[config.mk]
export PLATFORM = sky130hd
export DESIGN_NAME = wb_arbiter
export DESIGN_NICKNAME = d
export VERILOG_FILES = /design/src/rtl/wb_arbiter.sv
export SDC_FILE = /design/constraint.sdc
export NUM_CORES = 1
export LEC_CHECK = 0
export ABC_AREA = 0
export BUFFER_PORTS_ARGS = -buffer_cell sky130_fd_sc_hd__buf_2
export CORE_MARGIN = 3
export CORE_UTILIZATION = 60
export CTS_BUF_LIST = sky130_fd_sc_hd__clkbuf_4 sky130_fd_sc_hd__clkbuf_8
export DETAILED_ROUTE_END_ITERATION = 6
export PLACE_DENSITY = 0.83
export RECOVER_POWER = 25
export SETUP_SLACK_MARGIN = 0.05
export SLEW_MARGIN = 20
export SYNTH_ARGS = -nofsm -noshare
export SYNTH_HDL_FRONTEND = slang
export SYNTH_SLANG_ARGS = --single-unit
[constraint.sdc]
create_clock -name clk -period 8.9 [get_ports clk]
set_input_delay 0.445 -clock clk [delete_from_list [all_inputs] [get_ports clk]]
set_output_delay 0.445 -clock clk [all_outputs]
set_load 0.1 [all_outputs]
[src/rtl/wb_arbiter.sv]
// Write-back arbiter for the single register-file write port: ALU results have
// absolute priority, MDU/load results are buffered in a small FIFO and tracked in busy_mask.
module wb_arbiter #(
    parameter int DEPTH = 4
) (
    input  logic                     clk,
    input  logic                     rst_n,
    input  logic                     alu_valid,
    input  logic [4:0]               alu_reg,
    input  logic [31:0]              alu_data,
    input  logic                     mdu_valid,
    output logic                     mdu_ready,
    input  logic [4:0]               mdu_reg,
    input  logic [31:0]              mdu_data,
    output logic                     RegWrite,
    output logic [4:0]               WriteReg,
    output logic [31:0]              WriteData,
    output logic [31:0]              busy_mask,
    output logic [$clog2(DEPTH):0]   fifo_count
);

    localparam int PTR_W = $clog2(DEPTH);
    localparam int CNT_W = PTR_W + 1;
    localparam logic [CNT_W-1:0] CNT_FULL = CNT_W'(DEPTH);
    localparam logic [CNT_W-1:0] CNT_ONE  = CNT_W'(1);
    localparam logic [PTR_W-1:0] PTR_ONE  = PTR_W'(1);

    logic [4:0]       ent_reg  [DEPTH];
    logic [31:0]      ent_data [DEPTH];
    logic [DEPTH-1:0] ent_live;
    logic [PTR_W-1:0] head_q;
    logic [PTR_W-1:0] tail_q;
    logic [CNT_W-1:0] count_q;

    logic alu_fire;
    logic mdu_fire;
    logic mdu_squash;
    logic fifo_empty;
    logic head_live;
    logic pop;
    logic bypass;
    logic push;

    assign mdu_ready  = rst_n && (count_q < CNT_FULL);
    assign fifo_count = count_q;

    // NOTE: every signal assigned in always_comb gets a default first, so no latch is inferred.
    always_comb begin
        alu_fire   = alu_valid && (alu_reg != 5'd0);
        mdu_fire   = mdu_valid && mdu_ready && (mdu_reg != 5'd0);
        mdu_squash = alu_fire && (mdu_reg == alu_reg);
        fifo_empty = (count_q == '0);
        head_live  = !fifo_empty && ent_live[head_q];
        // A squashed head always leaves; a live head only leaves when the ALU is idle.
        pop        = !fifo_empty && (!ent_live[head_q] || !alu_fire);
        bypass     = mdu_fire && fifo_empty && !alu_fire;
        push       = mdu_fire && !bypass;
    end

    always_comb begin
        busy_mask = '0;
        for (int i = 0; i < DEPTH; i++) begin
            if (ent_live[i]) busy_mask[ent_reg[i]] = 1'b1;
        end
    end

    // NOTE: sequential state uses non-blocking assignments so every flop samples pre-edge values.
    always_ff @(posedge clk) begin
        if (!rst_n) begin
            RegWrite  <= 1'b0;
            WriteReg  <= '0;
            WriteData <= '0;
            head_q    <= '0;
            tail_q    <= '0;
            count_q   <= '0;
            ent_live  <= '0;
            // NOTE: the payload array is cleared too; it is tiny and keeps post-reset state fully defined.
            for (int i = 0; i < DEPTH; i++) begin
                ent_reg[i]  <= '0;
                ent_data[i] <= '0;
            end
        end else begin
            RegWrite <= 1'b0;
            if (alu_fire) begin
                RegWrite  <= 1'b1;
                WriteReg  <= alu_reg;
                WriteData <= alu_data;
            end else if (head_live) begin
                RegWrite  <= 1'b1;
                WriteReg  <= ent_reg[head_q];
                WriteData <= ent_data[head_q];
            end else if (bypass) begin
                RegWrite  <= 1'b1;
                WriteReg  <= mdu_reg;
                WriteData <= mdu_data;
            end

            // WAW: a younger ALU write to the same register kills queued MDU results.
            for (int i = 0; i < DEPTH; i++) begin
                if (alu_fire && (ent_reg[i] == alu_reg)) ent_live[i] <= 1'b0;
            end

            if (pop) begin
                ent_live[head_q] <= 1'b0;
                head_q           <= head_q + PTR_ONE;
            end

            if (push) begin
                ent_reg[tail_q]  <= mdu_reg;
                ent_data[tail_q] <= mdu_data;
                ent_live[tail_q] <= !mdu_squash;
                tail_q           <= tail_q + PTR_ONE;
            end

            case ({push, pop})
                2'b10:   count_q <= count_q + CNT_ONE;
                2'b01:   count_q <= count_q - CNT_ONE;
                default: count_q <= count_q;
            endcase
        end
    end

endmodule
# Word-level counts from Yosys, hierarchy flattened
# Memories as Yosys holds them, arrays and structs flattened. A register that Yosys moved wholly into a read port is not among the register bits.
# Index checks and enable logic that the tools add are counted.
[totals]
regBits = 49
ram_bits = 148
inputBits = 78
output_inout_bits = 74
word_cells = 125
memories = 2
[classes]
addsub = 4
n_lt_le_gt_ge = 13
n_eq_ne = 7
muxes = 54
bitwise = 5
n_reduce_logical = 33
[mem_list]
columns = ["name", "words", "width", "rd", "rd_ports_with_merged_regs", "wr", "line", "text"]
rows = [
  ["ent_data", 4, 32, 1, 1, 4, "29", "logic [31:0] ent_data [DEPTH];"],
  ["ent_reg", 4, 5, 5, 1, 4, "28", "logic [4:0] ent_reg [DEPTH];"],
]
[ops]
columns = ["op", "n"]
rows = [
  ["2-to-1 mux 32 bit", 8],
  ["bitwise OR 32 bit", 3],
  ["OR reduction 32 bit", 1],
  ["== test 5 bit", 5],
  ["< comparator 5 x 6 -> 1 bit, second input constant", 4],
  ["2-to-1 mux 1 bit", 24],
  ["demux 1 bit (select 5 bit)", 4],
  [">= comparator 5 x 1 -> 1 bit, second input constant", 4],
  ["logical AND 1 bit", 20],
  ["2-to-1 mux 5 bit", 4],
  ["2-to-1 mux 2 bit", 6],
  ["2-to-1 mux 4 bit", 3],
  ["nonzero test 5 bit", 2],
  ["< comparator 2 x 3 -> 1 bit, second input constant", 2],
  ["one-hot mux 3 bit (2 select lines)", 1],
  ["zero test 1 bit", 5],
  ["OR reduction 5 bit", 1],
  ["adder 2 x 1 -> 2 bit, second input constant", 2],
  ["bitwise AND 4 bit", 1],
  ["bitwise mux 4 bit", 1],
  ["demux 1 bit (select 2 bit)", 2],
  [">= comparator 2 x 1 -> 1 bit, second input constant", 2],
  ["NOT 4 bit", 1],
  ["adder 3 x 1 -> 3 bit, second input constant", 1],
  ["9 further kinds", 9],
]

# Logic depth before layout (Yosys ltp)
# Gate-level depths: netlist (run 1).
[logic_depth]
depth_word = 13
ltp_mapped = 11
mapped_depth_nobuf = 9

# Worst setup path before layout (run 1)
# Ideal clock, no wire load.
[synth_path]
path_kind = "register to register"
start = "reg count_q[2] (netlist: fifo_count[2])"
end = "mem ent_data[3][0], enable pin"
setup_ns = 0.487
t_arrival_ns = 5.808
path_slack_ns = 2.604
stages_incl_launch_ff = 6
path_buffers = 0
synth_period_minus_slack_ns = 6.296
cell_sequence = "dfxtp_1 > nor2b_1 > o211ai_1 > a21oi_2 > clkinv_2 > o31ai_1"
[synth_lines]
columns = ["element", "line", "text"]
rows = [
  ["start, declared", "33", "logic [CNT_W-1:0] count_q;"],
  ["start signal, assigned", "116", "2'b10: count_q <= count_q + CNT_ONE;"],
  ["start signal, assigned", "117", "2'b01: count_q <= count_q - CNT_ONE;"],
  ["start signal, assigned", "118", "default: count_q <= count_q;"],
  ["end, declared", "29", ""],
]

==> results of run 1 <==
-- layout make-up --
| class | count | area [um2] | area share, % |
|---|---|---|---|
| Clock inverter | 12 | 115 | 1.01 |
| Inverter | 11 | 42.5 | 0.375 |
| Tap cell | 220 | 275 | 2.43 |
| Clock buffer | 20 | 275 | 2.43 |
| Timing Repair Buffer | 158 | 747 | 6.59 |
| Multi-Input combinational cell | 586 | 4420 | 39.0 |
| Sequential cell | 199 | 5470 | 48.2 |
-- cells in the final DEF, fill, tap and decap left out, types with 4 or more instances in the layout --
cell type  count
nand3b_1      10
o221ai_1      20
inv_1         10
nor3b_1        6
a22oi_1       20
nand4_1        4
nand3_1        6
xnor2_1       13
a31oi_1       37
nor3_1         8
o2111ai_1      4
or3_1          4
and2_1       126
nand2_1       86
nor2_1        49
inv_6          4
a221o_1       12
ha_1           9
edfxtp_1     148
and2_0        22
clkbuf_1      45
buf_2        108
and3b_1        6
dfxtp_1       49
mux4_2        38
clkbuf_8      20
mux2i_1        6
o22ai_1       12
and3_1         4
xor2_1        15
a22o_1        37
buf_4          5
or3b_2         5
-- metrics by stage --
step	utilization (%)	hold slack [ns]	instances
after detailed placement	66.3	0.459	1173
final	68.2	0.304	1206
after CTS	68.6	0.279	1205
after global placement	66.3	0.457	1173
after floorplan	-	0.497	869
after global routing	68.2	0.292	1206
-- worst max-delay path by stage --
stage | start | end | cells after the start
final | alu_reg[1] | ent_data[1][14] | 9
after global routing | alu_reg[1] | ent_reg[1][2] | 9
after CTS | fifo_count[2] | ent_reg[1][2] | 7
after detailed placement | rst_n | ent_data[1][15] | 8
after global placement | rst_n | ent_data[1][17] | 8
after floorplan | fifo_count[2] | ent_data[3][0] | 5
-- cells by family (layout without fill, tap and decap cells) --
group           count (synthesis)  count (layout)  synth area share (%)
simple gates                  350             350                  18.3
buf+inv                        84             201                  4.08
flops                         199             199                  53.2
xor+xnor                       28              28                  2.39
compound gates                154             154                  11.8
fa+ha+maj                      10              10                  1.29
mux                            44              44                  8.92
-- power breakdown --
group | leakage [nW] | switching (mW) | total [mW] | internal [mW]
Combinational | 2.19 | 0.617 | 0.933 | 0.316
Clock | 0.198 | 0.321 | 0.570 | 0.249
Sequential | 1.96 | 0.130 | 1.26 | 1.13
Total | 4.35 | 1.07 | 2.76 | 1.69
-- layer usage --
metal | vias up | global-route usage, % | part of all wire, %
met5 | - | 0 | 0
met2 | 472 | 44.9 | 47
met3 | 66 | 5.92 | 10
met4 | 0 | 9.37 | 2.7
met1 | 3615 | 39.6 | 40
li1 | 3428 | - | -
==> summary.md, run 1 <==
| Metric | Value |
|---|---|
| Final #Nets | 1061 |
| Slew @ Worst Pin | 3.26 ns |
| Synth async-reset ratio | 0% |
| Final hold viol count | 0 |
| Io pins | 152 |
| Clock Latency Late Sink | 0.46 ns |
| CP Capture Type | register |
| Most frequent CP cell | clkbuf_1 |
| Setup TNS | 0 ns |
| Buf/Inv on CP | 4 |
| Total leakage power | 4.35 nW |
| Vias | 7581 |
| Synth area leaders | edfxtp_1 (43%), dfxtp_1 (9.9%), and2_1 (9.1%) |
| Worst Hold Depth | 2 |
| Routed WL per cell | 21.7 um |
| Kind of start point of the critical path | primary input |
| Violated checks | capacitance limit, slew limit |
| Fin area | 11300 um2 |
| Placement Rows | 47 |
| CTS tree | done |
| Status | finished, violations left |
| R2r worst-path depth | 8 |
| Post-DP HPWL | 17000 um |
| Synth cell types | 47 |
| Clk buf depth | 2 |
| CTS Sinks | 199 |
| Placer Congestion | 0.946 |
| Final Worst Setup Slack | 3.34 ns |
| First-pass GRT wire length | 40200 um |
| Fin. max-slew vios | 111 |
| Clock transition at path regs | 0.10 ns |
| RSZ-0062 raised after global routing | no |
| Most instantiated library cell after synthesis | and2_1 |
| Reg2reg end | ent_data[1][14] |
| Final min period | 5.56 ns |
| Setup-failing EPs final | 0 |
| Worst path max stage delay | 1.18 ns |
| Fillers | 1220 |
| Vias/cell | 6.29 |
| Post-CTS setup buffers | 0 |
| Initial antenna violation count | 0 |
| Post-Syn Nets | 957 |
| CP delay by family, top | buffers and inverters |
| EDFF count, synth | 148 |
| Proportion of layout cells with a drive suffix above 1 | 20.6% |
| Die Wd | 137 um |
| Power Dens Cells | 243 nW/um2 |
| Top cells by count, synth | and2_1 (150), edfxtp_1 (148), nand2_1 (87), dfxtp_1 (51), nor2_1 (50) |
| Worst-path fanout max | 38 |
| ANT nets after route | 0 |
| DP Area | 11000 um2 |
| Slowest CP cell | clkbuf_1 |
| Setup WS pre-CTS | 4.61 ns |
| Worst hold path type | primary input to register |
| Post-synthesis register bit count | 199 |
| Mapped Avg Cell Area | 11.8 um2 |
| Core area | 16600 um2 |
| Root buffer cell | clkbuf_8 |
| Seq/Total Area, Yosys | 53.2% |
| Cell taking the most area after synthesis | edfxtp_1 |
| Port Buffers | 151 |
| Initial drt markers | 934 |
| Yosys warnings | 0 |
| Max_cap viols | 2 |
| R2R Setup Slk | 3.48 ns |
| Predominant post-synthesis flop cell | edfxtp_1 |
| N_diodes | 0 |
| Remaining Overflow, GRT | 0 |
| Largest net degree at the start of global routing | 77 |
| Mapped Cells | 869 |
| GRT Total Usage | 28.3% |
| Vias in the first global route | 7206 |
| Total wire length | 26200 um |
| Min-delay src | mdu_data[7] |
| P&R area growth vs syn | 10.5% |
| Max FFs per register | 128 |
| Setup Crit Path Kind | primary input to register |
| Max Clock Freq | 0.180 GHz |
| Post-CTS Hold Buffers | 0 |
| Initial core utilization | 61.7% |
| Worst EP arrival | 5.65 ns |
| Num CTS Buffers | 17 |
| Synth top area share | 43.3% |
| Clk_skew | 0.0103 ns |
| Detailed Routing Iterations Pass 1 | 5 |
| Max transition margin | -117% |
| Mapped Area | 10300 um2 |
| CP cell instances | clkbuf_1 -> or4_1 -> o21ai_0 -> a21oi_1 -> clkbuf_1 -> clkinvlp_2 -> nor3_2 -> buf_4 -> nand2b_2 |
| Die H | 137 um |
| Critical Path RT | 8.99 ns |
| H-Tree Depth | 4 |
| Crit share post-route | 62.4% |
| Total Power | 2.76 mW |
| PostCTS Resize Cnt | 0 |
| DRC | 0 |
| Die ar. | 18700 um2 |
| Worst hold endpoint | ent_data[1][7] |
| VDD IR-drop max | 0.149 mV |
| Reg-to-Reg Start | fifo_count[2] |
No activity file was read; power rests on OpenSTA's default activity.
==> run 2: changes to the inputs <==
--- a/config.mk
+++ b/config.mk
@@ -8,10 +8,10 @@
 export ABC_AREA = 0
 export BUFFER_PORTS_ARGS = -buffer_cell sky130_fd_sc_hd__buf_2
 export CORE_MARGIN = 3
-export CORE_UTILIZATION = 60
+export CORE_UTILIZATION = 59
 export CTS_BUF_LIST = sky130_fd_sc_hd__clkbuf_4 sky130_fd_sc_hd__clkbuf_8
 export DETAILED_ROUTE_END_ITERATION = 6
-export PLACE_DENSITY = 0.83
+export PLACE_DENSITY = 0.82
 export RECOVER_POWER = 25
 export SETUP_SLACK_MARGIN = 0.05
 export SLEW_MARGIN = 20
==> constraint.sdc (replaced) <==
create_clock -name clk -period 5.6 [get_ports clk]
set_input_delay 0.28 -clock clk [delete_from_list [all_inputs] [get_ports clk]]
set_output_delay 0.28 -clock clk [all_outputs]
set_load 0.1 [all_outputs]
==> run 2 against run 1 <==
  * The run still ends with capacitance limit, slew limit left
  * Sequential share of layout area decreased by 0.18 points
  * Global-route usage decreased by 1.2 points
  * Sequential power increased by 56%
  * First-iteration DRC count fell by 5.8%
  * Critical path depth down 2
  * Clock skew barely moved
  * Combinational power increased by 60%
  * Core utilization fell by 0.46 points
  * Routed wire length down 3.9%
  * Critical endpoint is now ent_data[2][7]
==> summary.md, run 2 (synthesis gave the netlist of run 1 again) <==
| Metric | Value |
|---|---|
| Max Clock Freq | 0.247 GHz |
| Worst EP arrival | 4.14 ns (-1.51 ns) |
| First-pass GRT wire length | 39300 um (-2.1%) |
| Routed WL per cell | 20.9 um (-3.9%) |
| Initial core utilization | 61.1% (-0.65 points) |
| Total wire length | 25200 um (-3.9%) |
| Clk_skew | 0.0101 ns (-0.000149 ns) |
| Commonest non-fill, non-tap cell in the layout | edfxtp_1 |
| GRT Total Usage | 27.2% (-1.2 points) |
| Clock Latency Late Sink | 0.46 ns (about the same) |
| Post-CTS setup buffers | 0 (unchanged) |
| Core area | 16800 um2 (+1.1%) |
| Remaining Overflow, GRT | 0 (unchanged) |
| VDD IR-drop max | 0.226 mV (+51%) |
| Setup Crit Path Kind | register to register |
| Final #Nets | 1061 (unchanged) |
| DRC | 0 (unchanged) |
| Placement Rows | 47 (unchanged) |
| Proportion of layout cells with a drive suffix above 1 | 19.6% (-1.0 points) |
| Status | finished, violations left |
| Io pins | 152 (unchanged) |
| Final hold viol count | 0 (unchanged) |
| CTS tree | done |
| Clock transition at path regs | 0.09 ns (about the same) |
| Post-DP HPWL | 15900 um (-6.2%) |
| Combinational power share | 33.8% (about the same) |
| R2R Setup Slk | 1.54 ns (-1.94 ns) |
| Sequential Power Share | 44.3% (-1.2 points) |
| Kind of start point of the critical path | register |
| Critical Path RT | 5.69 ns (-3.30 ns) |
| Final min period | 4.06 ns |
| Clock power share | 21.9% (+1.2 points) |
| P_int | 2.77 mW (+64%) |
| Setup WS pre-CTS | 1.71 ns (-2.90 ns) |
| Fillers | 1277 (+4.7%) |
| Worst Hold Depth | 2 (unchanged) |
| PostCTS Resize Cnt | 0 (unchanged) |
| Die Wd | 138 um (+0.81%) |
| P&R area growth vs syn | 10.9% |
| Initial antenna violation count | 1 (+1) |
| Post-CTS Hold Buffers | 0 (unchanged) |
| ANT nets after route | 0 (unchanged) |
| Initial drt markers | 880 (-5.8%) |
| CTS Sinks | 199 (unchanged) |
| Total leakage power | 4.31 nW (-0.79%) |
| Slew @ Worst Pin | 3.07 ns (-0.183 ns) |
| Reg area | 5470 um2 (unchanged) |
| Max transition margin | -106% (+11 points) |
| Worst hold path type | primary input to register |
| Final Worst Setup Slack | 1.54 ns (-1.80 ns) |
| Vias/cell | 6.27 (-0.29%) |
| Power Dens Cells | 388 nW/um2 (+59%) |
| Net Sw Power | 1.64 mW (+54%) |
| Most frequent cells in the layout | edfxtp_1 (148), and2_1 (132), buf_2 (94) |
| Num CTS Buffers | 17 (unchanged) |
| Vias | 7559 (-0.29%) |
| Switching Fraction | 37.2% (-1.5 points) |
| Largest net degree at the start of global routing | 77 (unchanged) |
| R2r worst-path depth | 7 (-1) |
| Port Buffers | 151 (unchanged) |
| Vias in the first global route | 7237 (+0.43%) |
| Die H | 138 um (+0.81%) |
| Violated checks | capacitance limit, slew limit |
| Fin. max-slew vios | 39 (-65%) |
| Setup-failing EPs final | 0 (unchanged) |
| Placer Congestion | 0.938 (-0.78%) |
| Worst-path fanout max | 44 (+16%) |
| Die ar. | 19000 um2 (+1.6%) |
| Setup TNS | 0 ns (unchanged) |
| CP Capture Type | register |
| N_diodes | 0 (unchanged) |
| RSZ-0062 raised after global routing | no |
| H-Tree Depth | 4 (unchanged) |
| Area of the multi-input gates | 4440 um2 (+0.48%) |
| Crit share post-route | 72.4% |
| Clk buf depth | 2 (unchanged) |
| Root buffer cell | clkbuf_8 |
| Detailed Routing Iterations Pass 1 | 5 (unchanged) |
| Max_cap viols | 1 (-1) |
| Max FFs per register | 128 (unchanged) |
[run 2: cell count changes in the layout (fill, tap and decap cells not counted), moves of 3 or more]
cell and delta:
buf_2 -14, clkbuf_1 +12, and2_0 -6, and2_1 +6, clkbuf_4 +6, clkbuf_8 -3, clkinv_2 -3
[run 2: power groups by stage]
stage | Combinational [mW] | Sequential, mW | Clock, mW
after floorplan | 0.899 | 2.27 | 0
after global placement | 1.49 | 1.98 | 0
after detailed placement | 1.50 | 1.98 | 0
after CTS | 1.51 | 1.95 | 0.976
after global routing | 1.60 | 1.98 | 1.03
final | 1.49 | 1.96 | 0.968
[run 2: layout make-up]
cell class | instances | share of cell area [%]
Clock buffer | 23 | 2.45
Inverter | 11 | 0.374
Tap cell | 220 | 2.42
Multi-Input combinational cell | 586 | 39.0
Timing Repair Buffer | 158 | 6.47
Sequential cell | 199 | 48.0
Clock inverter | 9 | 1.25
[run 2: stage by stage]
step,total power [mW],cells,instance area (um2),utilization (%),hold slack (ns)
2_1_floorplan,3.17,869,10300,-,0.478
3_3_place_gp,3.47,1174,11000,65.6,0.458
3_5_place_dp,3.48,1174,11000,65.6,0.459
4_1_cts,4.44,1206,11500,68.1,0.117
5_1_grt,4.61,1206,11400,67.7,0.143
6_report,4.41,1206,11400,67.7,0.140
[run 2: path summary, 6_finish.rpt]
path	startpoint	end
max	fifo_count[2]	ent_data[2][7]
min	mdu_data[13]	ent_data[3][13]
min reg2reg	WriteData[26]	WriteData[26]
max reg2reg	fifo_count[2]	ent_data[2][7]
[run 2: layer usage]
metal	GRT usage (%)	part of all wire (%)	routed length [um]	up-vias
met5	0	0.052	13	-
met1	38.2	41	10400	3639
met3	4.83	8.8	2220	53
li1	-	-	-	3439
met2	43.3	47	11900	426
met4	9.39	2.4	594	2
[run 2: critical path: stages, from the launching register on]
cell and delay [ns]:
dfxtp_1 0.36, nor2b_1 0.18, o211ai_1 0.18, a21oi_4 0.81, clkinvlp_2 0.66, nor3_2 0.23
buf_4 0.37, nand2b_2 0.86
==> run 3: changes to the inputs <==
--- a/config.mk
+++ b/config.mk
@@ -5,13 +5,13 @@
 export SDC_FILE = /design/constraint.sdc
 export NUM_CORES = 1
 export LEC_CHECK = 0
-export ABC_AREA = 0
+export ABC_AREA = 1
 export BUFFER_PORTS_ARGS = -buffer_cell sky130_fd_sc_hd__buf_2
 export CORE_MARGIN = 3
-export CORE_UTILIZATION = 59
+export CORE_UTILIZATION = 60
 export CTS_BUF_LIST = sky130_fd_sc_hd__clkbuf_4 sky130_fd_sc_hd__clkbuf_8
 export DETAILED_ROUTE_END_ITERATION = 6
-export PLACE_DENSITY = 0.82
+export PLACE_DENSITY = 0.83
 export RECOVER_POWER = 25
 export SETUP_SLACK_MARGIN = 0.05
 export SLEW_MARGIN = 20
==> constraint.sdc (replaced) <==
create_clock -name clk -period 3.85 [get_ports clk]
set_input_delay 0.1925 -clock clk [delete_from_list [all_inputs] [get_ports clk]]
set_output_delay 0.1925 -clock clk [all_outputs]
set_load 0.1 [all_outputs]
==> run 3 against run 2 <==
  * The run now ends clean
  * Critical path type unchanged
  * Clock-buffer cell count did not move
  * Core utilization fell by 0.30 points
  * Power rose by 84%
  * Die area rose by 7.0%
  * Critical endpoint is now ent_data[2][1]
  * Register-to-register slack got worse by 0.73 ns
  * Via count rose by 37%
==> summary.md, run 3 <==
| Metric | Value |
|---|---|
| Status | finished, final reports clean |
| Most frequent cells in the layout | nand2_1 (408), nand3_1 (208), nor2_1 (173) |
| Post-synthesis register bit count | 199 (unchanged) |
| Slew @ Worst Pin | 1.21 ns (-1.86 ns) |
| Initial core utilization | 61.7% (+0.69 points) |
| Port Buffers | 151 (unchanged) |
| Fin. max-slew vios | 0 (-100%) |
| Met3 wire len | 3260 um (+47%) |
| Min-delay src | alu_data[4] |
| Die ar. | 20400 um2 (+7.0%) |
| Max Clock Freq | 0.329 GHz (+34%) |
| Total wire length | 31600 um (+25%) |
| Synth top area share | 39.7% (-3.6 points) |
| N_diodes | 0 (unchanged) |
| RSZ-0062 raised after global routing | no |
| Clock transition at path regs | 0.10 ns (about the same) |
| PostCTS Resize Cnt | 0 (unchanged) |
| Synth async-reset ratio | 0% (unchanged) |
| Clock Latency Late Sink | 0.48 ns (+0.02 ns) |
| Max FFs per register | 128 (unchanged) |
| Final #Nets | 1618 (+52%) |
| VDD IR-drop max | 0.437 mV (+94%) |
| CP cell instances | inv_1 -> nand2_1 -> nor2_1 -> nand2_1 -> inv_1 -> nand2_4 -> nor2_1 -> nand2_1 -> nand2_2 |
| Synth area leaders | edfxtp_1 (40%), nand2_1 (14%), nand3_1 (9.3%) |
| CP Capture Type | register |
| Worst-path fanout max | 41 (-6.8%) |
| Final min period | 3.04 ns (-1.02 ns) |
| Vias | 10.3k (+37%) |
| Io pins | 152 (unchanged) |
| Buf/Inv on CP | 2 (unchanged) |
| Commonest non-fill, non-tap cell in the layout | nand2_1 |
| Worst hold path type | primary input to register |
| Root buffer cell | clkbuf_8 |
| DRC | 0 (unchanged) |
| Initial antenna violation count | 0 (-1) |
| Proportion of layout cells with a drive suffix above 1 | 11.5% (-8.1 points) |
| Placement Rows | 49 (+4.3%) |
| Routed WL per cell | 17.8 um (-15%) |
| Clk buf depth | 2 (unchanged) |
| Synth cell types | 32 (-32%) |
| Mapped Area | 11200 um2 (+9.1%) |
| Most frequent CP cell | nand2_1 |
| Post-DP HPWL | 20500 um (+28%) |
| ANT nets after route | 0 (unchanged) |
| Cell taking the most area after synthesis | edfxtp_1 |
| Synth Area in Adders | 1.18% (-0.11 points) |
| Critical Path RT | 3.94 ns (-1.75 ns) |
| H-Tree Depth | 4 (unchanged) |
| Main combinational cell family by area after synthesis | simple AND/OR/NAND/NOR gates |
| Remaining Overflow, GRT | 0 (unchanged) |
| Mapped Cells | 1431 (+65%) |
| Total leakage power | 5.63 nW (+31%) |
| Reg2reg end | ent_data[2][1] |
| Crit share post-route | 78.9% (+6.5 points) |
| Predominant post-synthesis flop cell | edfxtp_1 |
| GRT Total Usage | 31.3% (+4.2 points) |
| Worst hold endpoint | WriteData[4] |
| Top cells by count, synth | nand2_1 (411), nand3_1 (208), nor2_1 (170), inv_1 (156), edfxtp_1 (148) |
| Reg-to-Reg Start | fifo_count[2] |
| Detailed Routing Iterations Pass 1 | 5 (unchanged) |
| Post-Synth Simple-Gate Area | 31.9% (+14 points) |
| Layout Utilization | 67.4% (-0.30 points) |
| Kind of start point of the critical path | register |
| Seq/Total Area, Yosys | 48.8% (-4.5 points) |
| Mapped Avg Cell Area | 7.83 um2 (-34%) |
| Final hold viol count | 0 (unchanged) |
| Vias/cell | 5.83 (-7.0%) |
| Synth Area in Compound Gates | 7.46% (-4.3 points) |
| Mux contribution to synthesized area | 0% (-8.9 points) |
| Most instantiated library cell after synthesis | nand2_1 |
| Core area | 18100 um2 (+7.9%) |
| Max transition margin | 19.5% (+130 points) |
| Worst path max stage delay | 0.75 ns (-0.11 ns) |
| Setup TNS | 0 ns (unchanged) |
| Setup Crit Path Kind | register to register |
| DR WL met2 | 14500 um (+21%) |
| Slowest CP cell | nand2_2 |
| Yosys warnings | 0 (unchanged) |
| Post-Syn Nets | 1519 (+59%) |
| Post-CTS Hold Buffers | 0 (unchanged) |
| R2R Setup Slk | 0.81 ns (-0.73 ns) |
| Fillers | 1556 (+22%) |
| DR top layer | met4 |
| Worst EP arrival | 3.13 ns (-1.01 ns) |
| Die H | 143 um (+3.4%) |
| Vias in the first global route | 9792 (+35%) |
| CTS tree | done |
| M1 wire length | 13200 um (+26%) |
| Power Dens Cells | 666 nW/um2 (+72%) |
| Worst Hold Depth | 5 (+3) |
| Post-CTS setup buffers | 0 (unchanged) |
| P&R area growth vs syn | 9.14% |
| Initial drt markers | 1137 (+29%) |
| EDFF count, synth | 148 (unchanged) |
| Max_cap viols | 0 (-1) |
| Clk_skew | 0.0152 ns (+0.00502 ns) |
| R2r worst-path depth | 9 (+2) |
| Num CTS Buffers | 17 (unchanged) |
| Post-synthesis xor/xnor area fraction | 0.938% (-1.5 points) |
| Largest net degree at the start of global routing | 80 (+3.9%) |
| Die Wd | 143 um (+3.4%) |
| First-pass GRT wire length | 50500 um (+28%) |
| Placer Congestion | 0.946 (+0.85%) |
| CP delay by family, top | simple AND/OR/NAND/NOR gates |
| CTS Sinks | 199 (unchanged) |
| Setup-failing EPs final | 0 (unchanged) |
run 3: cell types whose count changed in the layout (fill, tap and decap cells not counted), moves of 37 or more:
| cell | previous run | this run |
|---|---|---|
| nand3_1 | 6 | 208 |
| nand2_1 | 87 | 408 |
| inv_1 | 10 | 156 |
| a22o_1 | 37 | 0 |
| mux4_2 | 38 | 0 |
| a21oi_1 | 1 | 47 |
| a31oi_1 | 37 | 0 |
| and2_1 | 132 | 0 |
| nor2_1 | 50 | 173 |
run 3: worst reg2reg max path, delay by kind of cell (launching register included):
family                 cells  cell delay (ns)
flip-flops                 1             0.38
AND/OR/NAND/NOR            7             2.01
buffers and inverters      2             0.26
run 3: cells by family after synthesis:
logic type	after synthesis
buffers and inverters	251
AND/OR/NAND/NOR	840
XOR/XNOR	12
adder cells (fa/ha/maj)	10
AO/OA/AOI/OAI	119
flip-flops	199
run 3: final cells by class:
class | count | area, um2 | area share (%)
clock buffer | 23 | 298 | 2.43
sequential | 199 | 5470 | 44.7
tap | 229 | 287 | 2.34
inverter | 160 | 601 | 4.91
multi-input combinational | 981 | 4650 | 38.1
timing repair buffer | 171 | 861 | 7.04
clock inverter | 9 | 63.8 | 0.522
run 3: where the power goes:
group	switching (mW)	internal, mW
clock network	0.737	0.527
logic	3.06	0.871
registers	0.215	2.73
run 3: layer usage:
layer,up-vias,global-route usage [%]
met4,0,10.4
met2,608,49.3
met3,66,5.69
met5,-,0
met1,4741,44.4
li1,4918,-
run 3: worst max-delay path by stage:
stage | slack (ns) | startpoint | depth (start not counted) | endpoint
2_1_floorplan | 0.38 | fifo_count[2] | 8 | ent_data[3][0]
3_3_place_gp | 1.12 | head_q[0] | 14 | fifo_count[2]
3_5_place_dp | 1.01 | head_q[0] | 14 | fifo_count[2]
4_1_cts | 1.0 | head_q[0] | 14 | fifo_count[2]
5_1_grt | 0.57 | fifo_count[2] | 9 | ent_data[2][1]
6_report | 0.81 | fifo_count[2] | 9 | ent_data[2][1]
run 3: per-stage QoR:
| stage | total power [mW] | setup slack (ns) | cell area [um2] | cells | hold WS [ns] |
|---|---|---|---|---|---|
| floorplan | 6.06 | 0.385 | 11200 | 1431 | 0.410 |
| global route | 8.65 | 0.570 | 12200 | 1772 | 0.0346 |
| detailed placement | 6.91 | 1.01 | 11900 | 1740 | 0.515 |
| finish | 8.14 | 0.813 | 12200 | 1772 | 0.0301 |
| CTS | 8.16 | 0.996 | 12300 | 1772 | 0.0178 |
| global placement | 6.82 | 1.12 | 11900 | 1740 | 0.511 |
